**src/rtl/dot_accumulator.sv**
```systemverilog
// Sequences a multi-cycle multiplier over num_terms operand pairs and sums the
// products into a 16-bit saturating accumulator with a sticky overflow flag.
`default_nettype none

module dot_accumulator #(
    parameter int MUL_START_CYCLES = 4,
    parameter int CNT_W            = 8
) (
    input  logic             clk,
    input  logic             rst,
    input  logic             start,
    input  logic [CNT_W-1:0] num_terms,
    input  logic             in_valid,
    input  logic [15:0]      in_a,
    input  logic [15:0]      in_b,
    output logic             in_ready,
    output logic [15:0]      mul_a,
    output logic [15:0]      mul_b,
    output logic             mul_start,
    input  logic [15:0]      mul_result,
    input  logic             mul_overflow,
    input  logic             mul_finish,
    output logic [15:0]      acc_result,
    output logic             acc_overflow,
    output logic             busy,
    output logic             done
);

    localparam int ISS_W = (MUL_START_CYCLES > 1) ? $clog2(MUL_START_CYCLES) : 1;
    localparam logic [ISS_W-1:0] ISSUE_LAST = ISS_W'(MUL_START_CYCLES - 1);

    typedef enum logic [2:0] {
        S_IDLE,
        S_FETCH,
        S_ISSUE,
        S_WAIT,
        S_ACC,
        S_DONE
    } state_t;

    state_t           state_q, state_d;
    logic [CNT_W-1:0] remaining_q, remaining_d;
    logic [ISS_W-1:0] issue_cnt_q, issue_cnt_d;
    logic             wait_first_q, wait_first_d;
    logic [15:0]      mul_a_q, mul_a_d;
    logic [15:0]      mul_b_q, mul_b_d;
    logic [15:0]      acc_q, acc_d;
    logic             acc_ovf_q, acc_ovf_d;
    logic             in_ready_q, in_ready_d;
    logic             mul_start_q, mul_start_d;
    logic             busy_q, busy_d;
    logic             done_q, done_d;

    logic [16:0]      sum_ext;
    logic             sat_hit;
    logic [15:0]      acc_sat;

    // Sign-extended add; bits 16 and 15 disagree exactly when the 16-bit result overflows.
    always_comb begin
        sum_ext = {acc_q[15], acc_q} + {mul_result[15], mul_result};
        sat_hit = sum_ext[16] ^ sum_ext[15];
        acc_sat = sat_hit ? (sum_ext[16] ? 16'h8000 : 16'h7FFF) : sum_ext[15:0];
    end

    always_comb begin
        // NOTE: every _d starts from its _q so no path through the case leaves a latch.
        state_d      = state_q;
        remaining_d  = remaining_q;
        issue_cnt_d  = issue_cnt_q;
        wait_first_d = wait_first_q;
        mul_a_d      = mul_a_q;
        mul_b_d      = mul_b_q;
        acc_d        = acc_q;
        acc_ovf_d    = acc_ovf_q;

        case (state_q)
            S_IDLE: begin
                if (start) begin
                    remaining_d = num_terms;
                    acc_d       = 16'h0000;
                    acc_ovf_d   = 1'b0;
                    state_d     = (num_terms != '0) ? S_FETCH : S_DONE;
                end
            end
            S_FETCH: begin
                if (in_valid) begin
                    mul_a_d     = in_a;
                    mul_b_d     = in_b;
                    issue_cnt_d = '0;
                    state_d     = S_ISSUE;
                end
            end
            S_ISSUE: begin
                if (issue_cnt_q == ISSUE_LAST) begin
                    issue_cnt_d  = '0;
                    wait_first_d = 1'b1;
                    state_d      = S_WAIT;
                end else begin
                    issue_cnt_d = issue_cnt_q + ISS_W'(1);
                end
            end
            S_WAIT: begin
                // A finish still high from the previous product is not trusted in the first cycle.
                if (wait_first_q) begin
                    wait_first_d = 1'b0;
                end else if (mul_finish) begin
                    state_d = S_ACC;
                end
            end
            S_ACC: begin
                acc_d       = acc_sat;
                acc_ovf_d   = acc_ovf_q | mul_overflow | sat_hit;
                remaining_d = remaining_q - CNT_W'(1);
                state_d     = (remaining_q != CNT_W'(1)) ? S_FETCH : S_DONE;
            end
            S_DONE: begin
                state_d = S_IDLE;
            end
            default: begin
                state_d = S_IDLE;
            end
        endcase

        // Outputs are registered by decoding the next state.
        in_ready_d  = (state_d == S_FETCH);
        mul_start_d = (state_d == S_ISSUE);
        busy_d      = (state_d != S_IDLE);
        done_d      = (state_d == S_DONE);
    end

    // NOTE: state updates use non-blocking assignments so every flop samples pre-edge values.
    always_ff @(posedge clk or negedge rst) begin
        if (!rst) begin
            state_q      <= S_IDLE;
            remaining_q  <= '0;
            issue_cnt_q  <= '0;
            wait_first_q <= 1'b0;
            mul_a_q      <= 16'h0000;
            mul_b_q      <= 16'h0000;
            acc_q        <= 16'h0000;
            acc_ovf_q    <= 1'b0;
            in_ready_q   <= 1'b0;
            mul_start_q  <= 1'b0;
            busy_q       <= 1'b0;
            done_q       <= 1'b0;
        end else begin
            state_q      <= state_d;
            remaining_q  <= remaining_d;
            issue_cnt_q  <= issue_cnt_d;
            wait_first_q <= wait_first_d;
            mul_a_q      <= mul_a_d;
            mul_b_q      <= mul_b_d;
            acc_q        <= acc_d;
            acc_ovf_q    <= acc_ovf_d;
            in_ready_q   <= in_ready_d;
            mul_start_q  <= mul_start_d;
            busy_q       <= busy_d;
            done_q       <= done_d;
        end
    end

    assign in_ready     = in_ready_q;
    assign mul_a        = mul_a_q;
    assign mul_b        = mul_b_q;
    assign mul_start    = mul_start_q;
    assign acc_result   = acc_q;
    assign acc_overflow = acc_ovf_q;
    assign busy         = busy_q;
    assign done         = done_q;

endmodule

`default_nettype wire

```
**config.mk**
```make
export PLATFORM = sky130hd
export DESIGN_NAME = dot_accumulator
export DESIGN_NICKNAME = d
export VERILOG_FILES = /design/src/rtl/dot_accumulator.sv
export SDC_FILE = /design/constraint.sdc
export NUM_CORES = 1
export LEC_CHECK = 0
export ABC_AREA = 1
export BUFFER_PORTS_ARGS = -buffer_cell sky130_fd_sc_hd__buf_2
export CELL_PAD_IN_SITES_DETAIL_PLACEMENT = 1
export CELL_PAD_IN_SITES_GLOBAL_PLACEMENT = 1
export CORE_AREA = 4 4 94 140
export DETAILED_ROUTE_END_ITERATION = 8
export DIE_AREA = 0 0 98 144
export GPL_TIMING_DRIVEN = 0
export PLACE_DENSITY_LB_ADDON = 0.1
export SLEW_MARGIN = 20
export SYNTH_ARGS = -nofsm -noshare
export SYNTH_HDL_FRONTEND = slang
export SYNTH_SLANG_ARGS = --single-unit
```
**constraint.sdc**
```tcl
create_clock -name clk -period 2.1 [get_ports clk]
set_input_delay 0.42 -clock clk [delete_from_list [all_inputs] [get_ports clk]]
set_output_delay 0.42 -clock clk [all_outputs]
set_load 0.02 [all_outputs]
```
Yosys cells after proc, flatten, opt, wreduce, memory -nomap -nowiden --
Cells that the tools add are included.
Storage, ports and cells: bits in registers 67, latch bits 0, memory bits (writable) 0, ROM bits 0, input bits 62, output and inout port bits 53, logic and storage cells 61, memories 0
Cells by class: add/subtract/negate cells 3, multiply operators 0, divide/modulo/power cells 0, magnitude comparators 0, equality and inequality tests 12, shifts and indexed selects 0, multiplexer cells 21, bitwise operators 3, reduce and logical (&&, ||, !) cells 10
Operators by type and width (count):
- two-way mux 16 bit | 3
- case mux 16 bit (2 select lines) | 1
- two-way mux 3 bit | 7
- adder 16 x 16 -> 17 bit | 1
- case mux 8 bit (2 select lines) | 1
- case mux 3 bit (5 select lines) | 1
- == test 3 x 2 -> 1 bit, second input constant | 3
- two-way mux 8 bit | 1
- inequality test 8 x 1 -> 1 bit, second input constant | 1
- AND reduction 2 bit | 4
- nonzero test 8 bit | 1
- subtractor 8 x 1 -> 8 bit, second input constant | 1
- == test 3 x 1 -> 1 bit, second input constant | 2
- == test 3 bit, second input constant | 2
- inequality test 2 bit, second input constant | 3
- nonzero test 2 bit | 3
- two-way mux 2 bit | 2
- case mux 1 bit (2 select lines) | 2
- case mux 2 bit (2 select lines) | 1
- logical NOT 3 bit | 1
- nonzero test 3 bit | 1
- adder 2 x 1 -> 2 bit, second input constant | 1
- == test 2 bit, second input constant | 1
- two-way mux 1 bit | 2
- other kinds (2) | 3

Longest topological paths before layout --
Gate-level depths: netlist of run 1.
depth in word-level cells 5, depth in mapped cells 15, mapped depth without buffers 14

Worst setup path before layout of run 1 --
No wires, ideal clock.
path kind register to register, start point reg acc_q[0], in the netlist acc_result[0], end point reg acc_ovf_q, in the netlist acc_overflow, library setup time 0.117 ns, data arrival time 2.027 ns, data required time 1.983 ns, setup slack -0.043 ns, cell stages (with the launch flop) 16, path buffers 1, clock period less this slack 2.143 ns, cells stage by stage dfrtp_1 ha_1 fa_1 nand2_1 nand2_1 nand3_1 nand2_2 nand2_2 nand2_2 nand2_1 nand2_2 nand2_4 buf_6 nand3_2 nand2_1 nand2_1
Between the ends: cells in the longest elaborated chain, start to end 4
RTL lines:
- start, declared | RTL line 47 | logic [15:0] acc_q, acc_d;
- start signal, assigned | RTL line 140 | acc_q <= 16'h0000;
- start signal, assigned | RTL line 153 | acc_q <= acc_d;
- adder 16 x 16 -> 17 bit | RTL line 60 | sum_ext = {acc_q[15], acc_q} + {mul_result[15], mul_result};
- XOR 1 bit | RTL line 61 | sat_hit = sum_ext[16] ^ sum_ext[15];
- bitwise OR 1 bit | RTL line 112 | acc_ovf_d = acc_ovf_q | mul_overflow | sat_hit;
- case mux 1 bit (2 select lines) | RTL line 76 | case (state_q)
- end signal, assigned | RTL line 154 | acc_ovf_q <= acc_ovf_d;
- end, declared | RTL line 48 | logic acc_ovf_q, acc_ovf_d;
Every way passes these cells. A chain may end at the register's enable or synchronous reset.

Worst setup path after layout of run 1 --
start point reg acc_q[0], in the netlist acc_result[0], end point reg acc_q[10], in the netlist acc_result[10]
Between the ends: cells in the longest elaborated chain, start to end 4, elaborated cells on any way between the ends 5, those cells by class add/sub: 1; mux: 3; bitwise: 1
RTL lines:
- adder 16 x 16 -> 17 bit (*) | RTL line 60
- two-way mux 16 bit / XOR 1 bit (equally long branches) | RTL line 62, 61
- two-way mux 16 bit (*) | RTL line 62 | acc_sat = sat_hit ? (sum_ext[16] ? 16'h8000 : 16'h7FFF) : sum_ext[15:0];
- case mux 16 bit (2 select lines) (*) | RTL line 76
Every way passes the cells marked *; elsewhere a longest branch is shown, timed or not.

==> impl_metrics.py, run 1 <==
metrics = {
    "logic_synthesis": {
        "ys.warnings.count": 0,
        "ys_types": 34,
        "syn_nets": 600,
        "syn_inst": 518,
        "avgSynthCellArea_um2": 7.635,
        "synth.most_common_cell": "nand2_1",
        "synth.largest_area_cell": "dfrtp_1",
        "yosys_register_bits": 67,
        "syn_area_mm2": 0.003955,
        "synth_area_leaders": "dfrtp_1 (42%), nand2_1 (21%), ha_1 (6.0%)",
        "synth.top_cell.area_share": 0.4239,
        "synth-edff-count": 0,
        "synthArstFlopShare": 1.000,
        "synth_common_cells": "nand2_1 (226), dfrtp_1 (67), inv_1 (49)",
        "synth-main-ff-cell": "dfrtp_1",
        "synth_seq_area_share": 0.4239,
    },
    "power": {
        "power_frac_seq": 0.244,
        "ir_worst_vdd_v": 0.0007310,
        "p_leak_nw": 3.130,
        "p_clk_frac": 0.204,
        "p_per_area_mw_per_mm2": 1646,
        "switchingPower_mw": 4.030,
        "p_int_mw": 5.253,
        "switching_share": 0.4341,
        "power_frac_comb": 0.552,
        "finalPower_mw": 9.282,
    },
    "clock_tree": {
        "cts_tree": "yes",
        "clkTransAtPathRegs_ns": 0.07,
        "numClockSinks": 67,
        "cts-buffers-inserted": 9,
        "cts_root_buf": "clkbuf_16",
        "h-tree-depth": 3,
        "worst_skew_pair.late_latency_ns": 0.33,
        "cts_buffer_depth": 2,
    },
    "min_path": {
        "hold_depth": 3,
        "hp-class": "input port to flip-flop",
    },
    "setup_path": {
        "max_stage_delay_ns": 0.42,
        "reg2reg_depth": 15,
        "cp_num_cells": 15,
        "slowest_stage": "dfrtp_2",
        "crit_chain": "ha_4 -> fa_2 -> nand2_2 -> nand2_2 -> nand3_2 -> nand2_4 -> nand2_4 -> buf_4 -> nand3_2 -> nand2_4 -> nand2_8 -> clkbuf_16 -> nand3_2 -> nand2_1 -> nand2_1",
        "cp.required_ns": 2.36,
        "cp-start-kind": "flip-flop",
        "end_kind": "flip-flop",
        "path_buf_inv": 2,
        "arrival_ns": 2.42,
        "crit_type": "flip-flop to flip-flop",
        "crit_family": "simple AND/OR/NAND/NOR gates",
        "critical_path.max_fanout": 5,
    },
    "finish": {
        "multi_input_area_mm2": 0.002292,
        "final_cell_area_mm2": 0.005640,
        "finalNetCount": 747,
        "area_growth_pct": 42.61,
        "seq_area_mm2": 0.001678,
        "fillers": 1476,
        "drive_above_1_share": 0.3423,
        "finalCoreUtilization": 0.4718,
        "antennaDiodeCount": 0,
    },
    "route": {
        "vias": 3839,
        "viasPerCell": 4.670,
        "detail_route.iter0.violations": 139,
        "drc_errors": 0,
        "drtPass1Iterations": 4,
        "wl_per_cell_um": 15.51,
        "drt.antenna.violating_nets": 0,
        "drt_wl_total_um": 12750,
    },
    "sta": {
        "final-setup-viol-count": 16,
        "worst_slack_ns": -0.05516,
        "hold_ws_ns": 0.2826,
        "tightest_slew_ns": 0.5394,
        "worst_clock_skew_ns": 0.01147,
        "finalHoldViolCount": 0,
        "rsz0062_at_grt": "yes",
        "finalMaxSlewViolations": 0,
        "relSlewSlack": 0.6404,
        "fin_crit_sh": 1.026,
        "max_freq_ghz": 0.4640,
        "fin_crit_ns": 2.155,
    },
    "job": {
        "drv_cap": 0,
    },
    "placement": {
        "gp_congestion": 0.8404,
        "io_buffer_count": 114,
        "pre_cts_ws_ns": -0.3822,
        "dpl.hpwl_um": 9325,
        "place_area_mm2": 0.004755,
    },
    "floorplan": {
        "ios": 115,
        "start_util": 0.3308,
        "die_y_um": 144,
        "die_area_mm2": 0.01411,
        "rows": 49,
        "coreArea_mm2": 0.01196,
        "fp.dieW_um": 98,
    },
    "global_routing": {
        "antenna_found_initial": 0,
        "grt_remaining_overflow": 0,
        "grt_max_degree": 49,
        "groute.usage.overall": 0.1752,
        "grt_pass1_wl_um": 19790,
        "grt_pass1_vias": 4107,
    },
    "outcome": {
        "status": "complete, but fails checks",
        "violations": "setup timing",
    },
}
logic make-up after synthesis:
group | synth area share
simple gates | 0.3524
flops | 0.4239
buf+inv | 0.06643
compound gates | 0.06770
fa+ha+maj | 0.06517
xor+xnor | 0.02436
final cells by class:
class | instances | area share
buffer | 11 | 0.01442
clock buffer | 9 | 0.03993
clock inverter | 6 | 0.02440
inverter | 53 | 0.03527
multi-input combinational | 387 | 0.4064
sequential | 67 | 0.2975
tap | 153 | 0.03394
timing repair buffer | 136 | 0.1482
cells in the final DEF, fill, tap and decap left out, types with 3 or more instances in the layout:
cell type	instances
bufinv_16	4
nand2_1	215
o31ai_1	3
dfrtp_1	66
nor2_1	30
buf_6	3
nand2_2	19
inv_2	5
nand2_4	8
xor2_1	3
a21oi_2	4
nand3_2	15
nand3_1	13
clkbuf_1	8
buf_4	14
inv_1	48
buf_2	113
a21oi_1	8
nor3_1	5
ha_4	13
nand3b_1	4
xnor2_1	8
buf_12	6
ha_1	5
a21oi_4	3
clkbuf_16	10
o21ai_0	11
tightest hold or removal path: cells and delay by family:
family	cells	cell delay (ns)
buffers and inverters	1	0.07
and+or+nand+nor	2	0.09
per-layer routing:
metal | wire length (um) | GRT usage | part of all wire | vias to the layer above
met5 | 0 | 0 | 0 | -
met4 | 278 | 0.06200 | 0.022 | 0
met3 | 583 | 0.04054 | 0.046 | 21
met2 | 7290 | 0.3507 | 0.57 | 84
met1 | 4598 | 0.1738 | 0.36 | 1823
li1 | - | - | - | 1911
flip-flops by register name, indices dropped and copies added, names as in the netlist, 2 cells and up:
signal / cells
acc_result: 16
issue_cnt_q: 2
mul_a: 16
mul_b: 16
remaining_q: 8
state_q: 3
metrics by stage:
step	setup TNS (ns)	cells
floorplan	0	518
global placement	-4.718	785
detailed placement	-5.280	786
CTS	-1.028	813
global route	-2.251	822
finish	-0.5292	822
power groups by stage:
stage / logic (mW) / clock network [mW] / registers [mW]
final: 5.12 / 1.90 / 2.27
after CTS: 4.78 / 1.93 / 2.25
after global placement: 4.13 / 0 / 2.22
after detailed placement: 4.24 / 0 / 2.25
after floorplan: 2.43 / 0 / 2.76
after global routing: 5.65 / 2.00 / 2.35
final timing paths:
kind / startpoint / end / slack [ns]
setup / recovery: acc_result[0]$_DFFE_PN0P_ / acc_result[10]$_DFFE_PN0P_ / -0.06
hold reg to reg: mul_a[3]$_DFFE_PN0P_ / mul_a[3]$_DFFE_PN0P_ / 0.46
min in group asynchronous: rst / mul_b[2]$_DFFE_PN0P_ / 0.53
hold / removal: in_b[11] / mul_b[11]$_DFFE_PN0P_ / 0.28
max in group asynchronous: rst / acc_result[0]$_DFFE_PN0P_ / 1.01
setup reg to reg: acc_result[0]$_DFFE_PN0P_ / acc_result[10]$_DFFE_PN0P_ / -0.06
timing repair:
item | 4_1_cts | 5_1_grt
cloned | 1 | 2
hold buffers | 1 | 0
pin swaps | 16 | 13
hold endpoints to repair | 19 | 0
resized for setup | 22 | 34
endpoints found under the setup margin | 16 | 17
setup buffers | 10 | 8
(Power assumes the default switching activity.)
==> run 2, diff against run 1 <==
--- a/config.mk
+++ b/config.mk
@@ -9,9 +9,9 @@
 export BUFFER_PORTS_ARGS = -buffer_cell sky130_fd_sc_hd__buf_2
 export CELL_PAD_IN_SITES_DETAIL_PLACEMENT = 1
 export CELL_PAD_IN_SITES_GLOBAL_PLACEMENT = 1
-export CORE_AREA = 4 4 94 140
+export CORE_AREA = 4 4 158 84
 export DETAILED_ROUTE_END_ITERATION = 8
-export DIE_AREA = 0 0 98 144
+export DIE_AREA = 0 0 162 88
 export GPL_TIMING_DRIVEN = 0
 export PLACE_DENSITY_LB_ADDON = 0.1
 export SLEW_MARGIN = 20
==> impl_metrics.py, run 2 (same netlist as run 1, synthesis figures left out) <==
metrics = {
    "outcome": {
        "status": "complete, but fails checks",
        "violations": "setup timing",
    },
    "setup_path": {
        "r2r_end": "acc_result[0]$_DFFE_PN0P_",
        "r2r_slack_ns": -0.03,
        "crit_family": "simple AND/OR/NAND/NOR gates",
        "arrival_ns": 2.40,
        "crit_type": "flip-flop to flip-flop",
        "path_buf_inv": 1,
        "max_stage_delay_ns": 0.43,
        "reg2reg_from": "acc_result[0]$_DFFE_PN0P_",
        "reg2reg_depth": 14,
        "cp_common_cell": "nand2_2",
        "end_kind": "flip-flop",
        "cp.required_ns": 2.37,
        "slowest_stage": "dfrtp_2",
        "crit_chain": "ha_4 -> fa_2 -> nand2_2 -> nand2_2 -> nand3_2 -> nand2_2 -> nand2_2 -> nand2_2 -> nand2_2 -> nand2_4 -> a21oi_4 -> buf_8 -> nand2_1 -> nand2_1",
        "cp-start-kind": "flip-flop",
        "critical_path.max_fanout": 10,
    },
    "global_routing": {
        "grt_pass1_vias": 4097,
        "grt_remaining_overflow": 0,
        "grt_pass1_wl_um": 19910,
        "use_met1": 0.2098,
        "top_usage_layer": "met2",
        "grt_max_degree": 54,
        "antenna_found_initial": 0,
        "gr-usage-met2": 0.3055,
        "groute.usage.overall": 0.1761,
        "met3_usage": 0.06347,
    },
    "clock_tree": {
        "h-tree-depth": 3,
        "cts_root_buf": "clkbuf_16",
        "clkTransAtPathRegs_ns": 0.06,
        "cts-buffers-inserted": 9,
        "cts_tree": "yes",
        "cts_buffer_depth": 2,
        "numClockSinks": 67,
        "worst_skew_pair.late_latency_ns": 0.34,
    },
    "floorplan": {
        "rows": 28,
        "start_util": 0.3380,
        "die_area_mm2": 0.01426,
        "coreArea_mm2": 0.01170,
        "die_y_um": 88,
        "fp.dieW_um": 162,
        "ios": 115,
    },
    "route": {
        "drt_wl_total_um": 12060,
        "drc_errors": 0,
        "wl_per_cell_um": 14.44,
        "drtPass1Iterations": 4,
        "vias": 3806,
        "viasPerCell": 4.558,
        "detail_route.iter0.violations": 158,
        "drt.antenna.violating_nets": 0,
    },
    "placement": {
        "place_area_mm2": 0.004770,
        "dpl.hpwl_um": 8689,
        "gp_congestion": 0.7374,
        "io_buffer_count": 114,
    },
    "sta": {
        "worst_slack_ns": -0.02684,
        "max_freq_ghz": 0.4702,
        "final-setup-viol-count": 15,
        "relSlewSlack": 0.6516,
        "tightest_slew_ns": 0.5226,
        "hold_ws_ns": 0.2749,
        "finalHoldViolCount": 0,
        "fin_crit_ns": 2.127,
        "finalMaxSlewViolations": 0,
        "worst_clock_skew_ns": 0.01040,
        "rsz0062_at_grt": "yes",
        "fin_crit_sh": 1.013,
    },
    "finish": {
        "antennaDiodeCount": 0,
        "finalNetCount": 747,
        "area_growth_pct": 40.34,
        "final_cell_area_mm2": 0.005550,
        "final_cell_mix": "nand2_1 (218), buf_2 (113), dfrtp_1 (64), inv_1 (49), nor2_1 (29)",
        "drive_above_1_share": 0.3418,
        "final_common_cell": "nand2_1",
    },
    "min_path": {
        "hp-class": "input port to flip-flop",
        "min_to": "mul_b[3]$_DFFE_PN0P_",
        "hold_start": "in_b[3]",
        "hold_depth": 3,
    },
    "power": {
        "finalPower_mw": 8.858,
        "p_leak_nw": 3.070,
        "p_per_area_mw_per_mm2": 1596,
        "ir_worst_vdd_v": 0.0006974,
    },
    "job": {
        "drv_cap": 0,
    },
}
[run 2: cell types whose count changed in the layout (fill, tap and decap cells not counted), sizes merged]
cell and delta:
clkinv +1, clkbuf +1, clkinvlp +1, inv +1, bufinv -3
[run 2: worst reg2reg max path: stages, from the launching register on]
cell,delay (ns)
dfrtp_2,0.43
ha_4,0.17
fa_2,0.35
nand2_2,0.08
nand2_2,0.06
nand3_2,0.07
nand2_2,0.07
nand2_2,0.09
nand2_2,0.08
nand2_2,0.08
nand2_4,0.08
a21oi_4,0.21
buf_8,0.17
nand2_1,0.06
nand2_1,0.06
[run 2: worst max-delay path by stage]
stage                                   start                        end  slack (ns)  cells past startpoint
floorplan           acc_result[0]$_DFFE_PN0P_   acc_overflow$_DFFE_PN0P_        0.04                     15
global placement                mul_result[0]   acc_overflow$_DFFE_PN0P_       -0.27                     16
detailed placement              mul_result[0]  acc_result[0]$_DFFE_PN0P_       -0.28                     15
CTS                 acc_result[0]$_DFFE_PN0P_  acc_result[4]$_DFFE_PN0P_       -0.08                     16
global route        acc_result[0]$_DFFE_PN0P_  acc_result[3]$_DFFE_PN0P_       -0.13                     16
finish              acc_result[0]$_DFFE_PN0P_  acc_result[0]$_DFFE_PN0P_       -0.03                     14
[run 2: what timing repair did]
action / CTS / global route
gates cloned: 1 / 1
pin swaps: 19 / 14
endpoints found under the hold margin: 14 / 0
setup endpoints to repair: 15 / 16
hold buffers: 1 / 0
buffers inserted: 10 / 10
resized for setup: 19 / 31
[run 2: power by group]
part | internal (mW) | leakage (nW) | switching [mW] | total, mW
combinational | 2.03 | 2.07 | 2.98 | 5.01
sequential | 1.87 | 0.852 | 0.402 | 2.27
clock | 0.933 | 0.144 | 0.640 | 1.57
total | 4.84 | 3.07 | 4.02 | 8.86
[run 2: layout make-up]
| cell class | count | area, um^2 |
|---|---|---|
| flip-flops and latches | 67 | 1680 |
| clock inverters | 6 | 72.57 |
| plain buffers | 11 | 85.08 |
| well taps | 165 | 206.4 |
| clock buffers | 10 | 229.0 |
| inverters | 53 | 198.9 |
| multi-input cells | 387 | 2275 |
| repair buffers | 136 | 803.3 |
| fillers | 1485 | 6151 |
[run 2: stage by stage]
| step | worst slack, ns | TNS [ns] | utilization | instances |
|---|---|---|---|---|
| 2_1_floorplan | 0.03787 | 0 | - | 518 |
| 6_report | -0.02684 | -0.2134 | 0.4743 | 835 |
| 3_3_place_gp | -0.2667 | -3.536 | 0.4050 | 797 |
| 3_5_place_dp | -0.2834 | -3.757 | 0.4076 | 798 |
| 4_1_cts | -0.07945 | -0.9321 | 0.4539 | 826 |
| 5_1_grt | -0.1277 | -1.804 | 0.4743 | 835 |
[run 2: layer usage]
layer  share of wire  routed length, um
met5               0                  0
met4          0.0095                115
met3           0.065                783
met2            0.48               5757
met1            0.45               5403
==> run 3, diff against run 2 <==
--- a/config.mk
+++ b/config.mk
@@ -12,8 +12,8 @@
 export CORE_AREA = 4 4 158 84
 export DETAILED_ROUTE_END_ITERATION = 8
 export DIE_AREA = 0 0 162 88
-export GPL_TIMING_DRIVEN = 0
 export PLACE_DENSITY_LB_ADDON = 0.1
+export SETUP_SLACK_MARGIN = 0.02
 export SLEW_MARGIN = 20
 export SYNTH_ARGS = -nofsm -noshare
 export SYNTH_HDL_FRONTEND = slang
==> impl_metrics.py, run 3 (same netlist as run 1, synthesis figures left out) <==
metrics = {
    "finish": {
        "final_cell_mix": "nand2_1 (215), buf_2 (114), dfrtp_1 (65), buf_4 (51), inv_1 (48)",
        "area_growth_pct": 43.21,
        "antennaDiodeCount": 0,
        "fillers": 1484,
        "final_common_cell": "nand2_1",
        "final_cell_area_mm2": 0.005664,
        "drive_above_1_share": 0.3737,
        "finalNetCount": 770,
    },
    "setup_path": {
        "arrival_ns": 2.33,
        "cp.required_ns": 2.37,
        "critical_path.max_fanout": 5,
        "end_kind": "flip-flop",
        "crit_type": "flip-flop to flip-flop",
        "cp-start-kind": "flip-flop",
    },
    "clock_tree": {
        "cts_root_buf": "clkbuf_16",
        "clkTransAtPathRegs_ns": 0.06,
        "worst_skew_pair.late_latency_ns": 0.34,
        "h-tree-depth": 3,
        "numClockSinks": 67,
        "cts_tree": "yes",
        "cts_hold_buf": 0,
        "cts_buffer_depth": 2,
        "cts-buffers-inserted": 9,
    },
    "floorplan": {
        "ios": 115,
        "die_y_um": 88,
        "fp.dieW_um": 162,
        "start_util": 0.3380,
        "rows": 28,
        "die_area_mm2": 0.01426,
        "coreArea_mm2": 0.01170,
    },
    "placement": {
        "gp_congestion": 0.7886,
        "io_buffer_count": 114,
        "place_area_mm2": 0.005070,
        "dpl.hpwl_um": 9274,
    },
    "min_path": {
        "hp-class": "input port to asynchronous set/reset pin",
    },
    "route": {
        "vias": 3896,
        "drt_wl_total_um": 12290,
        "detail_route.iter0.violations": 158,
        "viasPerCell": 4.541,
        "wl_per_cell_um": 14.32,
        "drtPass1Iterations": 4,
        "drt.antenna.violating_nets": 0,
        "drc_errors": 0,
    },
    "power": {
        "p_int_mw": 4.720,
        "ir_worst_vdd_v": 0.0006073,
        "power_frac_seq": 0.260,
        "p_per_area_mw_per_mm2": 1550,
        "switchingPower_mw": 4.057,
        "switching_share": 0.4622,
        "power_frac_comb": 0.579,
        "p_leak_nw": 3.161,
        "p_clk_frac": 0.160,
    },
    "sta": {
        "tightest_slew_ns": 0.4774,
        "max_freq_ghz": 0.4860,
        "worst_clock_skew_ns": 0.007417,
        "final-setup-viol-count": 0,
        "fin_crit_ns": 2.058,
        "hold_ws_ns": 0.04574,
        "relSlewSlack": 0.6817,
        "finalHoldViolCount": 0,
        "finalMaxSlewViolations": 0,
        "fin_crit_sh": 0.9798,
        "rsz0062_at_grt": "yes",
        "setup_tns_ns": 0,
    },
    "job": {
        "drv_cap": 0,
    },
    "global_routing": {
        "grt_pass1_wl_um": 20000,
        "grt_remaining_overflow": 0,
        "antenna_found_initial": 0,
        "groute.usage.overall": 0.1779,
        "grt_max_degree": 53,
        "grt_pass1_vias": 4075,
    },
    "outcome": {
        "status": "finished, final reports clean",
    },
}
[run 3: stage by stage]
| stage | util | std cells | setup WS, ns | power (mW) |
|---|---|---|---|---|
| 2_1_floorplan | - | 518 | 0.03787 | 5.194 |
| 3_5_place_dp | 0.4333 | 837 | -0.1917 | 6.949 |
| 6_report | 0.4841 | 858 | 0.04249 | 8.777 |
| 4_1_cts | 0.4660 | 857 | 0.02104 | 8.593 |
| 3_3_place_gp | 0.4333 | 837 | -0.1172 | 6.836 |
| 5_1_grt | 0.4841 | 858 | -0.08086 | 9.544 |
[run 3: routing by layer]
layer / part of all wire / track usage / up-vias
met4: 0.012 / 0.04988 / 0
met3: 0.067 / 0.05595 / 11
met5: 0 / 0 / -
met2: 0.47 / 0.3002 / 90
li1: - / - / 1971
met1: 0.46 / 0.2237 / 1824
[run 3: worst max-delay path, stage by stage, from the launching register on]
cell and delay (ns):
dfrtp_2 0.42, ha_4 0.17, fa_2 0.35, nand2_2 0.07
nand2_2 0.06, nand3_2 0.07, nand2_2 0.06, nand2_2 0.08
nand2_2 0.06, nand2_2 0.08, nand2_4 0.08, a21oi_4 0.20
buf_6 0.17, nand2_1 0.06, nand2_1 0.05
[run 3: cell type report]
class / instances / area [um^2] / area share
Multi-Input combinational cell: 388 / 2296 / 0.4053
Sequential cell: 67 / 1679 / 0.2964
Timing Repair Buffer: 169 / 1007 / 0.1778
Clock buffer: 9 / 225.2 / 0.03976
Tap cell: 165 / 206.4 / 0.03645
Inverter: 53 / 198.9 / 0.03512
Clock inverter: 7 / 51.30 / 0.009057
[run 3: path summary, 6_finish.rpt]
check / depth (start not counted) / start / end / slack, ns
max: 14 / acc_result[0]$_DFFE_PN0P_ / acc_result[11]$_DFFE_PN0P_ / 0.04
min: 1 / rst / acc_result[11]$_DFFE_PN0P_ / 0.05
max reg2reg: 14 / acc_result[0]$_DFFE_PN0P_ / acc_result[11]$_DFFE_PN0P_ / 0.04
min reg2reg: 2 / mul_a[0]$_DFFE_PN0P_ / mul_a[0]$_DFFE_PN0P_ / 0.46
max in group asynchronous: 2 / rst / acc_result[1]$_DFFE_PN0P_ / 1.40
min in group clk: 3 / in_a[7] / mul_a[7]$_DFFE_PN0P_ / 0.28
[run 3: power by group through the flow]
| stage | Sequential (mW) | Combinational, mW | Clock, mW |
|---|---|---|---|
| final | 2.29 | 5.09 | 1.41 |
| after detailed placement | 2.25 | 4.70 | 0 |
| after CTS | 2.25 | 4.89 | 1.46 |
| after floorplan | 2.76 | 2.43 | 0 |
| after global routing | 2.38 | 5.65 | 1.51 |
| after global placement | 2.24 | 4.59 | 0 |
[run 3: timing repair]
item                                    4_1_cts  5_1_grt
gates cloned                                  2        0
gates resized for setup                      14       31
pin swaps                                     5       10
setup buffers                                 2        1
endpoints found under the setup margin       16       17
